`src/rtl/layer_compositor.sv`:
```
`default_nettype none
// ============================================================================
// layer_compositor : N-layer priority pixel compositor with sync alignment,
// per-frame collision flags and frame-synchronous debug modes.  Rev 1.0
// ============================================================================
module layer_compositor #(
    parameter int                 N_LAYERS   = 4,
    parameter int                 RGB_W      = 12,
    parameter int                 TRANSP_EN  = 1,
    parameter logic [RGB_W-1:0]   TRANSP_KEY = 12'hF0F
) (
    input  logic                        clk,
    input  logic                        hard_reset_n,
    input  logic                        pixel_tick,
    input  logic                        video_on,
    input  logic                        frame_start,
    input  logic                        hsync_in,
    input  logic                        vsync_in,
    input  logic [1:0]                  mode,
    input  logic [RGB_W-1:0]            bg_rgb,
    input  logic [N_LAYERS-1:0]         layer_on,
    input  logic [N_LAYERS*RGB_W-1:0]   layer_rgb,
    output logic                        hsync,
    output logic                        vsync,
    output logic [RGB_W-1:0]            rgb,
    output logic [N_LAYERS-1:0]         collision,
    output logic                        collision_vld
);

    localparam int IDX_W = (N_LAYERS > 1) ? $clog2(N_LAYERS) : 1;
    localparam int CW    = RGB_W / 3;

    localparam logic [1:0] MODE_BG  = 2'b01;
    localparam logic [1:0] MODE_DBG = 2'b10;

    logic [N_LAYERS-1:0] opq;
    logic                win_valid;
    logic [IDX_W-1:0]    win_idx;
    logic [RGB_W-1:0]    win_rgb;
    logic                multi_hit;
    logic [N_LAYERS-1:0] contrib;
    logic [1:0]          mode_now;

    logic [1:0]          active_mode;
    logic [N_LAYERS-1:0] acc;

    logic                s1_video;
    logic [1:0]          s1_mode;
    logic                s1_win_valid;
    logic [IDX_W-1:0]    s1_win_idx;
    logic [RGB_W-1:0]    s1_win_rgb;
    logic [RGB_W-1:0]    s1_bg;
    logic                s1_hsync;
    logic                s1_vsync;

    logic [CW-1:0]       dbg_c;
    logic [RGB_W-1:0]    next_rgb;

    // Scan from the lowest-priority layer upward so the lowest opaque index wins.
    always_comb begin
        opq       = '0;
        win_valid = 1'b0;
        win_idx   = '0;
        win_rgb   = '0;
        for (int i = 0; i < N_LAYERS; i++) begin
            opq[i] = layer_on[i] &&
                     !((TRANSP_EN != 0) && (layer_rgb[i*RGB_W +: RGB_W] == TRANSP_KEY));
        end
        for (int i = N_LAYERS - 1; i >= 0; i--) begin
            if (opq[i]) begin
                win_valid = 1'b1;
                win_idx   = IDX_W'(i);
                win_rgb   = layer_rgb[i*RGB_W +: RGB_W];
            end
        end
    end

    // Clearing the lowest set bit leaves something only when two or more are set.
    assign multi_hit = |(opq & (opq - N_LAYERS'(1)));
    assign contrib   = (video_on && multi_hit) ? opq : '0;
    assign mode_now  = frame_start ? mode : active_mode;

    always_comb begin
        dbg_c    = CW'(s1_win_idx) + CW'(1);
        next_rgb = '0;
        if (!s1_video) begin
            next_rgb = '0;
        end else if (s1_mode == MODE_BG) begin
            next_rgb = s1_bg;
        end else if (s1_mode == MODE_DBG) begin
            next_rgb = s1_win_valid ? {3{dbg_c}} : '0;
        end else begin
            next_rgb = s1_win_valid ? s1_win_rgb : s1_bg;
        end
    end

    always_ff @(posedge clk or negedge hard_reset_n) begin
        if (!hard_reset_n) begin
            active_mode   <= 2'b00;
            acc           <= '0;
            collision     <= '0;
            collision_vld <= 1'b0;
            s1_video      <= 1'b0;
            s1_mode       <= 2'b00;
            s1_win_valid  <= 1'b0;
            s1_win_idx    <= '0;
            s1_win_rgb    <= '0;
            s1_bg         <= '0;
            s1_hsync      <= 1'b0;
            s1_vsync      <= 1'b0;
            rgb           <= '0;
            hsync         <= 1'b0;
            vsync         <= 1'b0;
        end else begin
            collision_vld <= 1'b0;
            if (pixel_tick) begin
                s1_video     <= video_on;
                s1_mode      <= mode_now;
                s1_win_valid <= win_valid;
                s1_win_idx   <= win_idx;
                s1_win_rgb   <= win_rgb;
                s1_bg        <= bg_rgb;
                s1_hsync     <= hsync_in;
                s1_vsync     <= vsync_in;
                rgb          <= next_rgb;
                hsync        <= s1_hsync;
                vsync        <= s1_vsync;
                if (frame_start) begin
                    active_mode   <= mode;
                    collision     <= acc;
                    acc           <= contrib;
                    collision_vld <= 1'b1;
                end else begin
                    acc <= acc | contrib;
                end
            end
        end
    end

endmodule
`default_nettype wire

```
`config.mk`:
```
export PLATFORM = sky130hd
export DESIGN_NAME = layer_compositor
export DESIGN_NICKNAME = d
export VERILOG_FILES = /design/src/rtl/layer_compositor.sv
export SDC_FILE = /design/constraint.sdc
export NUM_CORES = 1
export LEC_CHECK = 0
export BUFFER_PORTS_ARGS = -buffer_cell sky130_fd_sc_hd__buf_2
export CORE_MARGIN = 1.5
export CORE_UTILIZATION = 40
export CTS_CLUSTER_SIZE = 24
export DETAILED_ROUTE_END_ITERATION = 10
export PLACE_DENSITY = 0.65
export SKIP_LAST_GASP = 1
export SLEW_MARGIN = 20
export SYNTH_ARGS = -nofsm -noshare
export SYNTH_HDL_FRONTEND = slang
export SYNTH_SLANG_ARGS = --single-unit
```
`constraint.sdc`:
```
create_clock -name clk -period 1.5 [get_ports clk]
set_input_delay 0.3 -clock clk [delete_from_list [all_inputs] [get_ports clk]]
set_output_delay 0.3 -clock clk [all_outputs]
set_load 0.005 [all_outputs]
```
==> results of run 1 <==
[area by class of cell]
cell class / instances / area (µm²)
Timing Repair Buffer: 158 / 1030
Clock inverter: 3 / 27.5
Sequential cell: 55 / 1380
Multi-Input combinational cell: 198 / 1480
Inverter: 15 / 56.3
Tap cell: 96 / 120
Clock buffer: 5 / 68.8
Fill cell: 627 / 2710
[cells by family after synthesis]
kind of cell               count (synthesis)
DFF                                       55
buffers and inverters                     30
and+or+nand+nor                           95
AOI/OAI and AO/OA                         76
muxes                                     25
adders and majority gates                  1
[cell usage in the layout, fill, tap and decap left out, types with 3 or more instances in the layout]
master,instances
clkbuf_8,5
nand4b_1,8
dfrtp_1,55
o21ai_0,4
buf_6,10
buf_2,87
mux2_2,22
nand4_1,6
nand2_1,39
nand2b_1,3
inv_1,15
o22ai_1,4
mux2i_1,3
nor2_4,3
buf_4,58
o2bb2ai_1,5
a32o_1,4
a31oi_1,12
nor2_1,14
nand3_1,12
a22o_1,6
a221o_1,5
o32ai_1,5
a21oi_1,10
[how the worst min path moves through the flow]
stage                             end  slack (ns)  cells after the start
2_1_floorplan      acc[0]$_DFFE_PN0P_       0.004                      0
3_3_place_gp        vsync$_DFFE_PN0P_        0.32                      2
3_5_place_dp        vsync$_DFFE_PN0P_        0.32                      2
4_1_cts        s1_mode[0]$_DFFE_PN0P_        0.21                      2
5_1_grt        s1_mode[0]$_DFFE_PN0P_        0.21                      2
6_report       s1_mode[0]$_DFFE_PN0P_        0.21                      2
[metrics by stage]
stage               util (%)  hold WS, ns  TNS [ns]  cells
global placement        56.8        0.318     -8.26    517
floorplan                  -      0.00441     -4.05    282
CTS                     59.5        0.215     -1.10    528
detailed placement      56.8        0.318     -9.20    517
global route            60.6        0.208     -1.80    530
finish                  60.6        0.214     -1.07    530
[flip-flops by register name, summed over array words and instances (netlist names)]
register	count
rgb	12
s1_bg	12
s1_win_rgb	12
acc	4
collision	4
s1_mode	2
s1_win_idx	2
collision_vld	1
hsync	1
s1_hsync	1
s1_video	1
s1_vsync	1
s1_win_valid	1
vsync	1
[where the power goes]
part | switching [W] | internal, W
logic | 0.000441 | 0.000496
clock network | 0.000503 | 0.000347
registers | 0.000113 | 0.00167
[what timing repair did]
| item | CTS | global route |
|---|---|---|
| hold buffers | 1 | 0 |
| resized for setup | 13 | 13 |
| pin swaps | 5 | 7 |
| gates cloned | 1 | 0 |
| buffers inserted | 2 | 2 |
| setup endpoints to repair | 19 | 29 |
| hold endpoints to repair | 55 | 0 |
[per-layer routing]
layer	global-route usage, %	up-vias
li1	-	1374
met1	28.6	1321
met2	34.4	121
met3	2.73	19
met4	7.65	0
met5	0	-
[worst max-delay path: stages]
cell and delay (ns):
buf_6 0.09, or4b_4 0.57, o31ai_4 0.29, nand3_1 0.12, a221o_1 0.33, a31oi_1 0.17
==> results.cfg, run 1 <==
[setup_path]
critPathCaptureType = flop
cp_max_fo = 6
critPathLaunch = layer_rgb[28]
reg2reg_slack_ns = 0.16
r2r_cells = 4
critical_path_class = input pin to flop
setup.worst_path.end = s1_win_rgb[10]$_DFFE_PN0P_
reg2reg_from = s1_mode[0]$_DFFE_PN0P_
cp.arrival_ns = 1.87
cp-start-kind = input pin
worstPathRequired_ns = 1.73
worstReg2RegEnd = rgb[8]$_DFFE_PN0P_

[synthesis]
synth_xor_area_share_pct = 0
synth_compound_area_share_pct = 20.4
synth_fa_ha_area_share_pct = 0.434
synth_seq_cells = 55
synth_common_cells = dfrtp_1, nand2_1, mux2_2
synth_top_area_share_pct = 47.7
synth_top_family_by_area = compound AO/OA/AOI/OAI gates
syn_area_per_cell_um2 = 10.2
synthSimpleGateAreaFrac_pct = 17.6
synth_area_mm2 = 0.00289
synth-edff-count = 0
synth_fp_nets = 356
synth_cell_type_count = 44
synth_warnings = 0
syn_inst = 282
yosysTopAreaCell = dfrtp_1
synth_area_leaders = dfrtp_1, mux2_2, nand2_1, a31oi_1, nand4b_1
synth_seq_area_share_pct = 47.7
synthFlopType = dfrtp_1
postSynth.asyncResetShare_pct = 100
synth_most_common_cell = dfrtp_1
synthMuxAreaShare_pct = 9.63

[hold_path]
holdCritPathClass = input pin to flop
hold_start = mode[0]

[clocking]
cts_root_buf = clkbuf_8
htree_levels = 2
clkLatencyLatePin_ns = 0.31
cts.clk_slew.worst_paths_ns = 0.11
clk_path_buf_depth = 2
cts_buffers = 5
clock-sinks = 55
cts_tree = yes

[timing]
fin_crit_sh_pct = 109
drv_slew = 0
fin_ws_ns = -0.140
clock.fmax_mhz = 610
clock_skew_ns = 0.0128
period_needed_ns = 1.64
hold_viol = 0
rsz0062_at_grt = yes
setup-violations-final = 15
max_slew_margin_pct = 64.0
tightestPinTransition_ns = 0.535

[grt]
grt_start_max_net_pins = 56
grt_usage_pct = 21.1
grt_pass1_wl_um = 12700
grt_overflow = 0
grt_pass1_vias = 2709
antenna_found_initial = 0

[drt]
viasPerCell = 5.35
top_layer_used = met4
dr_wl_met3_um = 551
drt_pass1_iterations = 4
final_antenna_net_count = 0
vias = 2835
drtIter0Drc = 184
dr_wl_met2_um = 3750
routedWlPerCell_um = 15.1
drc = 0
wl_met1_um = 3510
wirelength_um = 7990

[power]
power.total_w = 0.00357
power_density_mw_per_mm2 = 857
vdd_drop_max_mv = 0.478
leakage_nw = 2.01

[finish]
diodes = 0
drive_above_1_share_pct = 47.9
finalInstanceArea_mm2 = 0.00416
nNetsFinal = 507
syn_to_final_growth_pct = 44.3

[floorplan]
pin_count = 92
start_util_pct = 42.0
die-height_um = 87.9
rows = 30
core_region_area_mm2 = 0.00687
dieArea_mm2 = 0.00773
die_w_um = 87.9

[status]
violations = negative setup slack
status = finished, violations left

[placed_design]
gp_congestion = 0.959
io_buffers = 91
hpwl_um = 6270
place_area_mm2 = 0.00390
post-place-ws_ns = -0.612

[flow_run]
maxCapViolCount = 0
(Power assumes the default switching activity.)
==> run 2: changes to the inputs <==
Settings changed: CELL_PAD_IN_SITES_DETAIL_PLACEMENT from default to 0, CELL_PAD_IN_SITES_GLOBAL_PLACEMENT from default to 2, CORE_UTILIZATION 40 to 31, CTS_CLUSTER_SIZE 24 to 20, PLACE_DENSITY 0.65 to default, PLACE_DENSITY_LB_ADDON from default to 0.1.
==> results.cfg, run 2 (same netlist as run 1, synthesis figures left out) <==
[clocking]
cts.clk_slew.worst_paths_ns = 0.11
htree_levels = 2
clk_path_buf_depth = 2
cts_tree = yes
cts_buffers = 5
clkLatencyLatePin_ns = 0.31
cts_root_buf = clkbuf_8
clock-sinks = 55

[timing]
tightestPinTransition_ns = 0.509
period_needed_ns = 1.66
fin_crit_sh_pct = 111
rsz0062_at_grt = yes
drv_slew = 0
hold_ws_ns = 0.207
clock.fmax_mhz = 602
max_slew_margin_pct = 65.8
fin_ws_ns = -0.160
clock_skew_ns = 0.0151
hold_viol = 0
setup-violations-final = 17

[placed_design]
hpwl_um = 7100
gp_congestion = 0.793
io_buffers = 91
place_area_mm2 = 0.00399

[power]
power_density_mw_per_mm2 = 872
leakage_nw = 2.07
vdd_drop_max_mv = 0.369

[finish]
top_regs = rgb: 12 flops, s1_bg: 12 flops, s1_win_rgb: 12 flops
diodes = 0
nNetsFinal = 516
final_common_cell = buf_2
multi_input_area_mm2 = 0.00153
layout_common_cells = buf_2, buf_4, dfrtp_1
syn_to_final_growth_pct = 49.5
drive_above_1_share_pct = 49.9
seqCellArea_mm2 = 0.00138
fillers = 926
finalInstanceArea_mm2 = 0.00431

[grt]
grt_pass1_vias = 2797
grt_start_max_net_pins = 56
grt_overflow = 0
grt_pass1_wl_um = 14000
grt_usage_pct = 17.8
antenna_found_initial = 0

[floorplan]
die_w_um = 99.5
rows = 35
dieArea_mm2 = 0.00990
die-height_um = 99.5
pin_count = 92
core_region_area_mm2 = 0.00911
start_util_pct = 31.7

[setup_path]
cp_max_fo = 6
worstPathRequired_ns = 1.72
critPathCaptureType = flop
cpMaxStageDelayCell = or4b_4
cp_cell_sequence = buf_6, or4b_4, o31ai_4, nand3_1, a221o_1, a31oi_1
reg2reg_slack_ns = 0.12
crit_buf_inv = 1
path_delay_family = compound AO/OA/AOI/OAI gates
cp-start-kind = input pin
critical_path_class = input pin to flop
cp.arrival_ns = 1.88
cpPeakStageDelay_ns = 0.56

[drt]
drtIter0Drc = 80
vias = 2827
wirelength_um = 8930
drt_pass1_iterations = 4
routedWlPerCell_um = 16.1
final_antenna_net_count = 0
viasPerCell = 5.10
drc = 0

[hold_path]
holdCritPathClass = input pin to flop

[status]
violations = negative setup slack
status = finished, violations left

[flow_run]
maxCapViolCount = 0
[run 2: where the power goes]
| part | internal (W) | leakage [nW] | switching (W) |
|---|---|---|---|
| Clock | 0.000505 | 0.0558 | 0.000495 |
| Sequential | 0.00167 | 0.669 | 0.000108 |
| Combinational | 0.000514 | 1.34 | 0.000471 |
| Total | 0.00269 | 2.07 | 0.00107 |
[run 2: cell type report]
type | instances | share of cell area, %
sequential | 55 | 31.9
tap | 111 | 3.22
timing repair buffer | 168 | 25.6
inverter | 15 | 1.31
clock inverter | 2 | 0.899
multi-input combinational | 197 | 35.4
clock buffer | 6 | 1.68
[run 2: path summary, 6_finish.rpt]
kind                                   startpoint                         to  cells past startpoint
setup reg to reg           s1_mode[0]$_DFFE_PN0P_         rgb[0]$_DFFE_PN0P_                      4
min in group asynchronous            hard_reset_n       s1_vsync$_DFFE_PN0P_                      3
hold / removal                          bg_rgb[4]       s1_bg[4]$_DFFE_PN0P_                      2
setup / recovery                    layer_rgb[28]  s1_win_rgb[0]$_DFFE_PN0P_                      6
hold reg to reg                rgb[4]$_DFFE_PN0P_         rgb[4]$_DFFE_PN0P_                      2
max in group asynchronous            hard_reset_n  s1_win_rgb[5]$_DFFE_PN0P_                      3
[run 2: layer usage]
layer / global-route usage (%) / vias to the layer above / wire length (µm)
met2: 28.7 / 93 / 4110
met3: 2.74 / 8 / 403
met1: 25.1 / 1346 / 4290
met5: 0 / - / 0
li1: - / 1380 / -
met4: 4.77 / 0 / 123
[run 2: what timing repair did]
action / 4_1_cts / 5_1_grt
pin swaps: 7 / 12
resized for setup: 9 / 23
endpoints found under the setup margin: 19 / 25
hold endpoints to repair: 55 / 0
setup buffers: 2 / 2
hold buffers: 1 / 0
[run 2: stage by stage]
step	utilization [%]	power, W	instances	worst slack [ns]	setup TNS [ns]
after detailed placement	43.8	0.00274	541	-0.586	-9.29
final	47.3	0.00376	554	-0.160	-1.55
after floorplan	-	0.00223	282	-0.296	-4.05
after CTS	45.8	0.00377	552	-0.144	-1.20
after global routing	47.3	0.00398	554	-0.224	-2.34
after global placement	43.8	0.00273	541	-0.530	-8.67
==> run 3: changes to the inputs <==
Settings changed: ABC_AREA from default to 1, CORE_UTILIZATION 31 to 28.
==> results.cfg, run 3 <==
[floorplan]
rows = 37
core_region_area_mm2 = 0.0103
dieArea_mm2 = 0.0111
die-height_um = 105
start_util_pct = 28.6
die_w_um = 105
pin_count = 92

[finish]
finalInstanceArea_mm2 = 0.00387
nNetsFinal = 578
instances_no_fill = 641
layout_common_cells = nand2_1, buf_2, dfrtp_1
top_regs = rgb: 12 flops, s1_bg: 12 flops, s1_win_rgb: 12 flops
drive_above_1_share_pct = 30.3
diodes = 0
final_common_cell = nand2_1
syn_to_final_growth_pct = 31.6

[drt]
routedWlPerCell_um = 13.6
wirelength_um = 8690
vias = 2844
drt_pass1_iterations = 4
drtIter0Drc = 111
final_antenna_net_count = 0
drc = 0
viasPerCell = 4.44

[synthesis]
syn_area_per_cell_um2 = 7.56
synthFlopType = dfrtp_1
synth_fp_nets = 463
synth_area_leaders = dfrtp_1, nand2_1, nor2_1, inv_1, nand3_1
synth-edff-count = 0
synth_warnings = 0
synth_area_mm2 = 0.00294
synth_most_common_cell = nand2_1
syn_inst = 389
synth_seq_area_share_pct = 46.8
synth_common_cells = nand2_1, dfrtp_1, nor2_1
postSynth.asyncResetShare_pct = 100
synth_top_area_share_pct = 46.8
synth_cell_type_count = 31
synth_seq_cells = 55
yosysTopAreaCell = dfrtp_1

[timing]
fin_crit_sh_pct = 91.4
tightestPinTransition_ns = 0.305
max_slew_margin_pct = 79.6
period_needed_ns = 1.37
drv_slew = 0
clock_skew_ns = 0.0104
setup-violations-final = 0
fin_ws_ns = 0.129
fin_tns_setup_ns = 0
hold_viol = 0
clock.fmax_mhz = 729

[clocking]
cts.clk_slew.worst_paths_ns = 0.12
clk_path_buf_depth = 2
clkLatencyLatePin_ns = 0.32
cts_root_buf = clkbuf_8
cts_buffers = 5
cts_tree = yes
clock-sinks = 55
htree_levels = 2

[placed_design]
place_area_mm2 = 0.00373
post-place-ws_ns = -0.0332
place_inst = 629
hpwl_um = 6810
gp_congestion = 0.773
io_buffers = 91

[flow_run]
maxCapViolCount = 0

[power]
pwr-share-seq_pct = 50.4
swShare_pct = 31.9
power.share.combinational_pct = 23.7
power.internal_w = 0.00237
power_density_mw_per_mm2 = 898
leakage_nw = 2.13
p_switching_w = 0.00111
vdd_drop_max_mv = 0.529
clockPowerShare_pct = 25.9
power.total_w = 0.00347

[grt]
grt_overflow = 0
grt_start_max_net_pins = 56
grt_pass1_wl_um = 14300
antenna_found_initial = 0
grt_usage_pct = 16.3
grt_pass1_vias = 2888

[setup_path]
cp_max_fo = 8
cp-start-kind = flop
worstPathRequired_ns = 1.71
critical_path_class = flop to flop
critPathCaptureType = flop
cp.arrival_ns = 1.58

[hold_path]
holdCritPathClass = input pin to flop

[status]
status = complete, no violations
## run 3: layout make-up
type | count | area [µm²]
multi-input combinational | 285 | 1360
tap | 136 | 170
inverter | 37 | 139
sequential | 55 | 1380
clock inverter | 3 | 27.5
fill | 1153 | 6410
clock buffer | 5 | 68.8
timing repair buffer | 120 | 726
## run 3: worst paths after layout
| path | from | slack (ns) | cells past startpoint | endpoint |
|---|---|---|---|---|
| setup / recovery | s1_mode[0]$_DFFE_PN0P_ | 0.13 | 7 | rgb[4]$_DFFE_PN0P_ |
| hold / removal | bg_rgb[10] | 0.17 | 3 | s1_bg[10]$_DFFE_PN0P_ |
| setup reg to reg | s1_mode[0]$_DFFE_PN0P_ | 0.13 | 7 | rgb[4]$_DFFE_PN0P_ |
| hold reg to reg | acc[3]$_DFFE_PN0P_ | 0.48 | 2 | collision[3]$_DFFE_PN0P_ |
| max in group asynchronous | hard_reset_n | 0.75 | 3 | s1_win_rgb[3]$_DFFE_PN0P_ |
| min in group asynchronous | hard_reset_n | 0.50 | 3 | rgb[9]$_DFFE_PN0P_ |
## run 3: repair_timing
item | CTS | global route
setup buffers | 0 | 3
endpoints found under the hold margin | 55 | 0
gates resized for setup | 0 | 4
endpoints found under the setup margin | 0 | 8
hold buffers | 1 | 0
## run 3: logic make-up after synthesis
kind of cell | after synthesis | synth area share, %
simple gates | 231 | 34.1
flops | 55 | 46.8
buf+inv | 49 | 7.40
compound gates | 48 | 9.57
mux | 5 | 1.70
fa+ha+maj | 1 | 0.425
## run 3: per-stage QoR
step | util [%] | hold WS [ns]
after floorplan | - | 0.00441
after global placement | 36.3 | 0.328
after detailed placement | 36.3 | 0.328
after CTS | 37.3 | 0.153
after global routing | 37.7 | 0.153
final | 37.7 | 0.165
## run 3: worst max-delay path: stages, from the launching register on
cell      delay (ns)
dfrtp_1         0.38
inv_1           0.10
nor2_2          0.07
nor2_4          0.19
inv_1           0.13
nand2_4         0.13
o211ai_1        0.09
a22o_1          0.18
## run 3: power groups by stage
stage	logic [W]	registers [W]	clock network, W
floorplan	0.000406	0.00177	0
global placement	0.000808	0.00178	0
detailed placement	0.000811	0.00178	0
CTS	0.000817	0.00175	0.000944
global route	0.000944	0.00178	0.000998
finish	0.000825	0.00175	0.000898
## run 3: layer usage
layer	global-route usage, %	routed length [µm]
met1	21.9	4130
met2	27.5	4160
met3	2.91	306
met4	3.96	87
met5	0	0
